==> config.mk <==
export PLATFORM = sky130hd
export DESIGN_NAME = id_decode_stage
export DESIGN_NICKNAME = d
export VERILOG_FILES = /design/src/rtl/dec_pkg.sv /design/src/rtl/dec_fields.sv /design/src/rtl/id_decode_stage.sv
export SDC_FILE = /design/constraint.sdc
export NUM_CORES = 1
export LEC_CHECK = 0
export ABC_AREA = 0
export CAP_MARGIN = 20
export CORE_ASPECT_RATIO = 1.5
export CORE_UTILIZATION = 45
export CTS_BUF_LIST = sky130_fd_sc_hd__clkbuf_2
export DETAILED_ROUTE_END_ITERATION = 7
export PLACE_DENSITY = 0.84
export SYNTH_ARGS = -nofsm -noshare
export SYNTH_HDL_FRONTEND = slang
export SYNTH_SLANG_ARGS = --single-unit
==> constraint.sdc <==
create_clock -name clk -period 2.6 [get_ports clk]
set_clock_uncertainty 0.1 [all_clocks]
set_input_delay 0.65 -clock clk [delete_from_list [all_inputs] [get_ports clk]]
set_output_delay 0.65 -clock clk [all_outputs]
set_load 0.02 [all_outputs]
==> src/rtl/dec_pkg.sv <==
// Shared LEGv8 decode types: format enumeration, opcode constants and the
// decoded-bundle struct carried through the decode stage's skid buffer.
package dec_pkg;

    typedef enum logic [2:0] {
        FMT_R       = 3'd0,
        FMT_I       = 3'd1,
        FMT_D       = 3'd2,
        FMT_B       = 3'd3,
        FMT_CB      = 3'd4,
        FMT_ILLEGAL = 3'd7
    } fmt_e;

    localparam logic [5:0]  OPC_B     = 6'b000101;
    localparam logic [7:0]  OPC_CBZ   = 8'b10110100;
    localparam logic [7:0]  OPC_CBNZ  = 8'b10110101;
    localparam logic [9:0]  OPC_ADDI  = 10'b1001000100;
    localparam logic [9:0]  OPC_ADDIS = 10'b1011000100;
    localparam logic [9:0]  OPC_SUBI  = 10'b1101000100;
    localparam logic [9:0]  OPC_SUBIS = 10'b1111000100;
    localparam logic [10:0] OPC_LDUR  = 11'b11111000010;
    localparam logic [10:0] OPC_STUR  = 11'b11111000000;
    localparam logic [10:0] OPC_ADD   = 11'b10001011000;
    localparam logic [10:0] OPC_SUB   = 11'b11001011000;
    localparam logic [10:0] OPC_AND   = 11'b10001010000;
    localparam logic [10:0] OPC_ORR   = 11'b10101010000;
    localparam logic [10:0] OPC_LSL   = 11'b11010011011;
    localparam logic [10:0] OPC_LSR   = 11'b11010011010;

    localparam int unsigned IMM_W = 26;

    // imm is held as a 26-bit value that is always correct to sign-extend:
    // zero-extended I-format immediates keep bit 25 clear.
    typedef struct packed {
        fmt_e             fmt;
        logic [10:0]      opcode;
        logic [4:0]       rm;
        logic [4:0]       rn;
        logic [4:0]       rt;
        logic [5:0]       shamt;
        logic [IMM_W-1:0] imm;
        logic             illegal;
    } dec_bundle_t;

endpackage

==> src/rtl/dec_fields.sv <==
// Combinational LEGv8 field decode: instruction word -> decoded bundle.
module dec_fields
    import dec_pkg::*;
(
    input  logic [31:0] instr,
    output dec_bundle_t bundle
);

    always_comb begin
        bundle = '0;
        if (instr[31:26] == OPC_B) begin
            bundle.fmt    = FMT_B;
            bundle.opcode = {5'b0, instr[31:26]};
            bundle.imm    = instr[25:0];
        end else if (instr[31:24] == OPC_CBZ || instr[31:24] == OPC_CBNZ) begin
            bundle.fmt    = FMT_CB;
            bundle.opcode = {3'b0, instr[31:24]};
            bundle.imm    = {{7{instr[23]}}, instr[23:5]};
            bundle.rt     = instr[4:0];
        end else if (instr[31:22] == OPC_ADDI || instr[31:22] == OPC_ADDIS ||
                     instr[31:22] == OPC_SUBI || instr[31:22] == OPC_SUBIS) begin
            bundle.fmt    = FMT_I;
            bundle.opcode = {1'b0, instr[31:22]};
            bundle.imm    = {14'b0, instr[21:10]};
            bundle.rn     = instr[9:5];
            bundle.rt     = instr[4:0];
        end else if (instr[31:21] == OPC_LDUR || instr[31:21] == OPC_STUR) begin
            bundle.fmt    = FMT_D;
            bundle.opcode = instr[31:21];
            bundle.imm    = {{17{instr[20]}}, instr[20:12]};
            bundle.rn     = instr[9:5];
            bundle.rt     = instr[4:0];
        end else if (instr[31:21] == OPC_ADD || instr[31:21] == OPC_SUB ||
                     instr[31:21] == OPC_AND || instr[31:21] == OPC_ORR ||
                     instr[31:21] == OPC_LSL || instr[31:21] == OPC_LSR) begin
            bundle.fmt    = FMT_R;
            bundle.opcode = instr[31:21];
            bundle.rm     = instr[20:16];
            bundle.shamt  = instr[15:10];
            bundle.rn     = instr[9:5];
            bundle.rt     = instr[4:0];
        end else begin
            bundle.fmt     = FMT_ILLEGAL;
            bundle.opcode  = instr[31:21];
            bundle.illegal = 1'b1;
        end
    end

endmodule

==> src/rtl/id_decode_stage.sv <==
// LEGv8 decode stage: dec_fields decode, 2-entry skid buffer, flush.
// Optional performance counters enabled by defining DEC_PERF_CNT_EN.
module id_decode_stage
    import dec_pkg::*;
#(
    parameter int unsigned DATA_W = 64,
    parameter int unsigned PC_W   = 64
`ifdef DEC_PERF_CNT_EN
    ,
    parameter int unsigned CNT_W  = 32
`endif
) (
    input  logic              clk,
    input  logic              rst_n,
    input  logic              flush,
    input  logic              in_valid,
    output logic              in_ready,
    input  logic [31:0]       in_instr,
    input  logic [PC_W-1:0]   in_pc,
    output logic              out_valid,
    input  logic              out_ready,
    output logic [2:0]        out_fmt,
    output logic [10:0]       out_opcode,
    output logic [4:0]        out_rm,
    output logic [4:0]        out_rn,
    output logic [4:0]        out_rt,
    output logic [5:0]        out_shamt,
    output logic [DATA_W-1:0] out_imm,
    output logic              out_illegal,
    output logic [PC_W-1:0]   out_pc
`ifdef DEC_PERF_CNT_EN
    ,
    output logic [CNT_W-1:0]  out_cnt_instr,
    output logic [CNT_W-1:0]  out_cnt_illegal
`endif
);

    dec_bundle_t     dec;
    dec_bundle_t     main_q;
    dec_bundle_t     skid_q;
    logic [PC_W-1:0] main_pc;
    logic [PC_W-1:0] skid_pc;
    logic            main_valid;
    logic            skid_valid;
    logic            accept;
    logic            main_free;

    dec_fields u_fields (
        .instr  (in_instr),
        .bundle (dec)
    );

    assign in_ready  = ~skid_valid;
    assign accept    = in_valid & in_ready;
    assign main_free = ~main_valid | out_ready;

    // The skid entry only fills while main is held, so in_ready is low
    // whenever skid data is pending and the refill path never races an accept.
    always_ff @(posedge clk) begin
        if (!rst_n) begin
            main_valid <= 1'b0;
            skid_valid <= 1'b0;
            main_q     <= '0;
            skid_q     <= '0;
            main_pc    <= '0;
            skid_pc    <= '0;
        end else if (flush) begin
            main_valid <= 1'b0;
            skid_valid <= 1'b0;
        end else if (main_free) begin
            if (skid_valid) begin
                main_q     <= skid_q;
                main_pc    <= skid_pc;
                main_valid <= 1'b1;
                skid_valid <= 1'b0;
            end else if (accept) begin
                main_q     <= dec;
                main_pc    <= in_pc;
                main_valid <= 1'b1;
            end else begin
                main_valid <= 1'b0;
            end
        end else if (accept) begin
            skid_q     <= dec;
            skid_pc    <= in_pc;
            skid_valid <= 1'b1;
        end
    end

    assign out_valid   = main_valid;
    assign out_fmt     = main_q.fmt;
    assign out_opcode  = main_q.opcode;
    assign out_rm      = main_q.rm;
    assign out_rn      = main_q.rn;
    assign out_rt      = main_q.rt;
    assign out_shamt   = main_q.shamt;
    assign out_imm     = DATA_W'($signed(main_q.imm));
    assign out_illegal = main_q.illegal;
    assign out_pc      = main_pc;

`ifdef DEC_PERF_CNT_EN
    always_ff @(posedge clk) begin
        if (!rst_n) begin
            out_cnt_instr   <= '0;
            out_cnt_illegal <= '0;
        end else if (accept && !flush) begin
            out_cnt_instr <= out_cnt_instr + 1'b1;
            if (dec.illegal) begin
                out_cnt_illegal <= out_cnt_illegal + 1'b1;
            end
        end
    end
`endif

endmodule

* After elaboration in Yosys (flattened, before gate mapping)
Cells that the tools add are included.
** Operators by class
- $add $sub $neg :: 0
- Multiply operators :: 0
- Divide/modulo/power cells :: 0
- $lt $le $gt $ge :: 0
- Equality and inequality tests :: 15
- Shift operators :: 0
- Mux-type cells :: 31
- Bitwise operators :: 7
- Reductions and logical operators :: 15
** Operator list (count)
- $mux 64 :: 2
- $mux 62 :: 2
- $mux 26 :: 4
- $eq 11x11->1 const B :: 8
- $mux 14 :: 5
- $mux 21 :: 2
- $eq 10x10->1 const B :: 4
- $mux 10 :: 3
- $mux 6 :: 3
- $eq 8x8->1 const B :: 2
- $mux 5 :: 3
- $logic_or 1x1->1 :: 10
- $mux 1 :: 7
- $eq 6x3->1 const B :: 1
- $reduce_and 3->1 :: 2
- $not 1->1 :: 5
- $reduce_or 3->1 :: 1
- $reduce_bool 2->1 :: 1
- $reduce_or 2->1 :: 1
- $and 1x1->1 :: 1
- $or 1x1->1 :: 1
** Storage, ports and cells
- Register bits after elaboration :: 254
- Latch bits :: 0
- Memory bits (writable) :: 0
- Memory bits (read-only) :: 0
- Input port bits :: 101
- Output and inout bits :: 166
- Memories :: 0

* Depth between registers and ports, before layout
- Depth in word-level cells :: 13
- Mapped depth :: 8

* Cells and area by module
From an unflattened synthesis, not the netlist that was laid out.
** Second synthesis, totals
- Cells, all modules :: 1314
- Area, all modules :: 12194.2 um^2
** Modules (own cells, without submodules)
- id_decode_stage :: times used 1, cells each 1170, area each 11307.1 um^2
- dec_fields :: times used 1, cells each 144, area each 887.1 um^2

* Worst setup path after synthesis
Ideal clock, no wire load.
- Path type :: input to register
- Start point :: input in_instr[24]
- End point :: register main_q, in the netlist out_opcode[0]
- Setup time :: 0.123 ns
- Arrival :: 2.046 ns
- Data required time :: 2.377 ns
- Slack :: 0.331 ns
- Cell stages on the path :: 7
- Cells stage by stage :: buf_4 > or3b_4 > nor3_4 > buf_6 > nor2_1 > a221oi_2 > o21ai_1
** On the way
- Longest elaborated chain between the ends :: 9
- Elaborated cells on any way between the ends :: 19
** Ends and longest elaborated chain
- start, declared :: line id_decode_stage.sv:18 : input logic [31:0] in_instr,
- $eq 10x10->1 :: line dec_fields.sv:20 : end else if (instr[31:22] == OPC_ADDI || instr[31:22] == OPC_ADDIS ||
- $logic_or 1x1->1 (2 in a row) :: line dec_fields.sv:20
- $logic_or 1x1->1 :: line dec_fields.sv:21 : instr[31:22] == OPC_SUBI || instr[31:22] == OPC_SUBIS) begin
- $mux 14 :: line dec_fields.sv:20
- $mux 14 * :: line dec_fields.sv:15 : end else if (instr[31:24] == OPC_CBZ || instr[31:24] == OPC_CBNZ) begin
- $mux 14 * :: line dec_fields.sv:11 : if (instr[31:26] == OPC_B) begin
- $mux 62 * :: line id_decode_stage.sv:76 : end else if (accept) begin
- $mux 62 * :: line id_decode_stage.sv:71 : if (skid_valid) begin
- end signal, assigned :: line id_decode_stage.sv:72 : main_q <= skid_q;
- end, declared :: line id_decode_stage.sv:39 : dec_bundle_t main_q;
Every way passes the cells marked *; elsewhere a longest branch is shown, timed or not. The select of a mux whose other input is x is not followed.
A chain may end at the register's enable or synchronous reset.

* Worst setup path after layout
- Start point :: register main_q, in the netlist out_rn[3]
- End point :: output out_rn[3]
** RTL lines
- end, declared :: line id_decode_stage.sv:25 : output logic [4:0] out_rn,
No word-level cell between the ends.

==> reports/summary.txt <==
unrepaired setup endpoints after global routing: no
Post-synth top flop: dfxtp_1
layout cell share with drive strength beyond 1: 0.157
Sw Pwr: 2.32 mW
number of global-route vias before repair: 10800
Avg Vias per Cell: 5.61
Filler cells: 2122
Final Max Tran Viols: 0
adder-cell share of the synthesized area: 0
Routed met3 length: 2560 microns
ys async rst share: 0
post-synth net total: 1403
Worst VDD drop: 0.397 mV
Root Driver: clkbuf_2
Finish-stage setup viols: 0
largest family of logic cells by synthesized area: compound AO/OA/AOI/OAI gates
CTS tree: yes
Slowest-stage cell, CP: dlygate4sd2_1
Peak Freq: 0.396 GHz
pre-CTS setup slack: -0.263 ns
Worst EP arrival: 1.78 ns
Int Pwr: 5.41 mW
Die Wd: 129 microns
pwr/cell area: 524 nW/um^2
Leakage: 5.88 nW
core footprint: 23800 sq um
Layout Nets: 1687
die height: 193 microns
Fin Setup TNS: 0 ns
synthesis warning total: 0
CP delay by family, top: buffers and inverters
Largest stage delay, worst path: 0.48 ns
sequential-to-total area share from yosys stat: 0.464
CTS Buffer Depth: 3
pin count of the biggest net entering global routing: 102
Max-slew headroom: 0.459
post-layout min period: 2.53 ns
Cell Chain, Critical Path: dlygate4sd2_1
antenna-violating nets left: 0
Buf+Inv Stages, Crit Path: 1
Post-Synth Simple-Gate Area: 0.179
htree depth: 2
PortBufs: 266
critical path class: flip-flop to primary output
dpl hpwl: 24500 microns
startpoint types: flip-flop
number of synthesized register bits: 254
Synth Area in XOR/XNOR: 0
Worst Setup End Kind: primary output
Synth cell types: 65
multi-input logic area: 5130 sq um
PnR worst setup slack: 0.0742 ns
Clk pwr share: 0.321
number of synthesized flops with an enable pin: 0
crit path max fanout: 2
Clock Latency Late Sink: 0.96 ns
Final Hold Viols: 0
clock net sink count: 254
Synth Area in Compound Gates: 0.228
Worst-Margin Slew: 0.808 ns
met2 WL post-DR: 17800 microns
P&R area growth vs syn: 34.5%
CTS Buf Count: 58
initial antenna violation count: 2
switching share of power: 0.300
# IOs: 267
worst hold-check path type: primary input to flip-flop
Top Metal Used: met4
status: completed
clock slew at reported path FFs: 0.11 ns
sequential share of power: 0.529
GRT Overall Usage: 0.280
Die ar.: 25000 sq um
Iter 0 DRT Violations: 626
drt pass-1 iters: 5
final worst-path cycle share: 0.971
total of max-cap violations: 0
Synth Cell Area: 11000 sq um
# DRC: 0
cell count after synthesis: 1302
grt ovf: 0
routed vias: 11000
Starting Density: 0.460
# rows: 69
Placer Congestion: 0.999
Mean Syn Cell Area: 8.42 sq um
Comb power frac: 0.150
post-DR wirelength/cell: 18.2 microns
first-pass GRT wire length: 54800 microns
CP Data Required Time: 1.85 ns
Seq. cell area: 5090 sq um
total wire length: 35600 microns
Met1 Routed Length: 12900 microns
multiplexer area fraction after synthesis: 0.0603
[cells in the mapped netlist, types with 17 or more instances]
library cell	n	area, sq um
a22o_1	17	149
nor2_1	115	432
buf_4	39	293
nor3_1	17	85.1
a221oi_1	22	193
nand3_1	20	100
a21oi_1	140	701
clkbuf_1	82	308
nand2_1	212	796
buf_2	18	90.1
a211oi_1	67	503
mux2i_1	66	661
o21ai_0	81	405
dfxtp_1	254	5080
[final cells by class]
| type | count | area share |
|---|---|---|
| sequential | 254 | 0.345 |
| tap | 319 | 0.0271 |
| multi-input combinational | 893 | 0.348 |
| timing repair buffer | 371 | 0.242 |
| antenna | 2 | 0.000339 |
| clock buffer | 87 | 0.0295 |
| inverter | 8 | 0.00221 |
| clock inverter | 19 | 0.00526 |
[sequential cells by signal (all words and copies together) (netlist names)]
register / count
skid_valid: 1
out_pc: 64
out_rn: 5
out_illegal: 1
skid_pc: 64
skid_q: 62
out_rt: 5
out_shamt: 6
out_rm: 5
out_imm: 26
out_valid: 1
out_fmt: 3
out_opcode: 11
[power by group through the flow]
stage | Clock, mW | Combinational (mW) | Sequential (mW)
2_1_floorplan | 0 | 0.445 | 4.30
3_3_place_gp | 0 | 1.21 | 4.17
3_5_place_dp | 0 | 1.23 | 4.18
4_1_cts | 2.56 | 1.15 | 4.08
5_1_grt | 2.73 | 1.24 | 4.10
6_report | 2.48 | 1.16 | 4.08
[worst register-to-register path, stage by stage (launching register included)]
cell     delay [ns]
dfxtp_4        0.38
or3b_1         0.45
or2_4          0.31
buf_4          0.18
nor2_1         0.36
a21oi_1        0.13
[stage by stage]
step	instance area (sq um)	hold WS (ns)	utilization	total power, mW	cells
finish	14700	0.178	0.619	7.73	1953
global route	14700	0.175	0.619	8.07	1953
CTS	14700	0.117	0.617	7.79	1950
detailed placement	14300	0.347	0.600	5.41	1843
global placement	14300	0.335	0.600	5.38	1843
floorplan	11000	0.325	-	4.75	1302
[cell families (layout without fill, tap and decap cells)]
| family | count (synthesis) | after routing |
|---|---|---|
| buf+inv | 155 | 485 |
| flops | 254 | 254 |
| mux | 66 | 66 |
| compound gates | 393 | 393 |
| other cells | 0 | 2 |
| simple gates | 434 | 434 |
[what timing repair did]
action                                 in CTS  in global routing
gates cloned                                0                  1
endpoints found under the hold margin       2                  0
hold buffers                                1                  0
setup buffers                               0                  0
resized for setup                         247                  2
setup endpoints to repair                 166                 38
[metal layers]
| metal | vias up | track usage |
|---|---|---|
| met5 | - | 0 |
| met4 | 0 | 0.214 |
| met3 | 137 | 0.0712 |
| met2 | 454 | 0.481 |
| met1 | 5157 | 0.292 |
| li1 | 5217 | - |
[cells in the final DEF (no fill, tap or decap), drive strengths merged, types with 40 or more instances in the layout]
cell,Yosys,layout
o21ai,82,82
dlygate4sd2,0,126
buf,64,104
a21oi,140,140
nand2,212,212
dfxtp,254,254
clkdlybuf4s15,0,40
mux2i,66,66
a211oi,67,67
clkdlybuf4s50,0,99
nor2,116,116
clkbuf,83,88
[path summary, 6_finish.rpt]
kind	start	endpoint	slack, ns	cells past startpoint
max	out_rn[3]	out_rn[3]	0.07	1
min	in_pc[61]	skid_pc[61]	0.18	3
max reg2reg	skid_valid	skid_q[23]	0.56	5
min reg2reg	out_imm[20]	out_imm[20]	0.36	2
No activity file was read; power rests on OpenSTA's default activity.
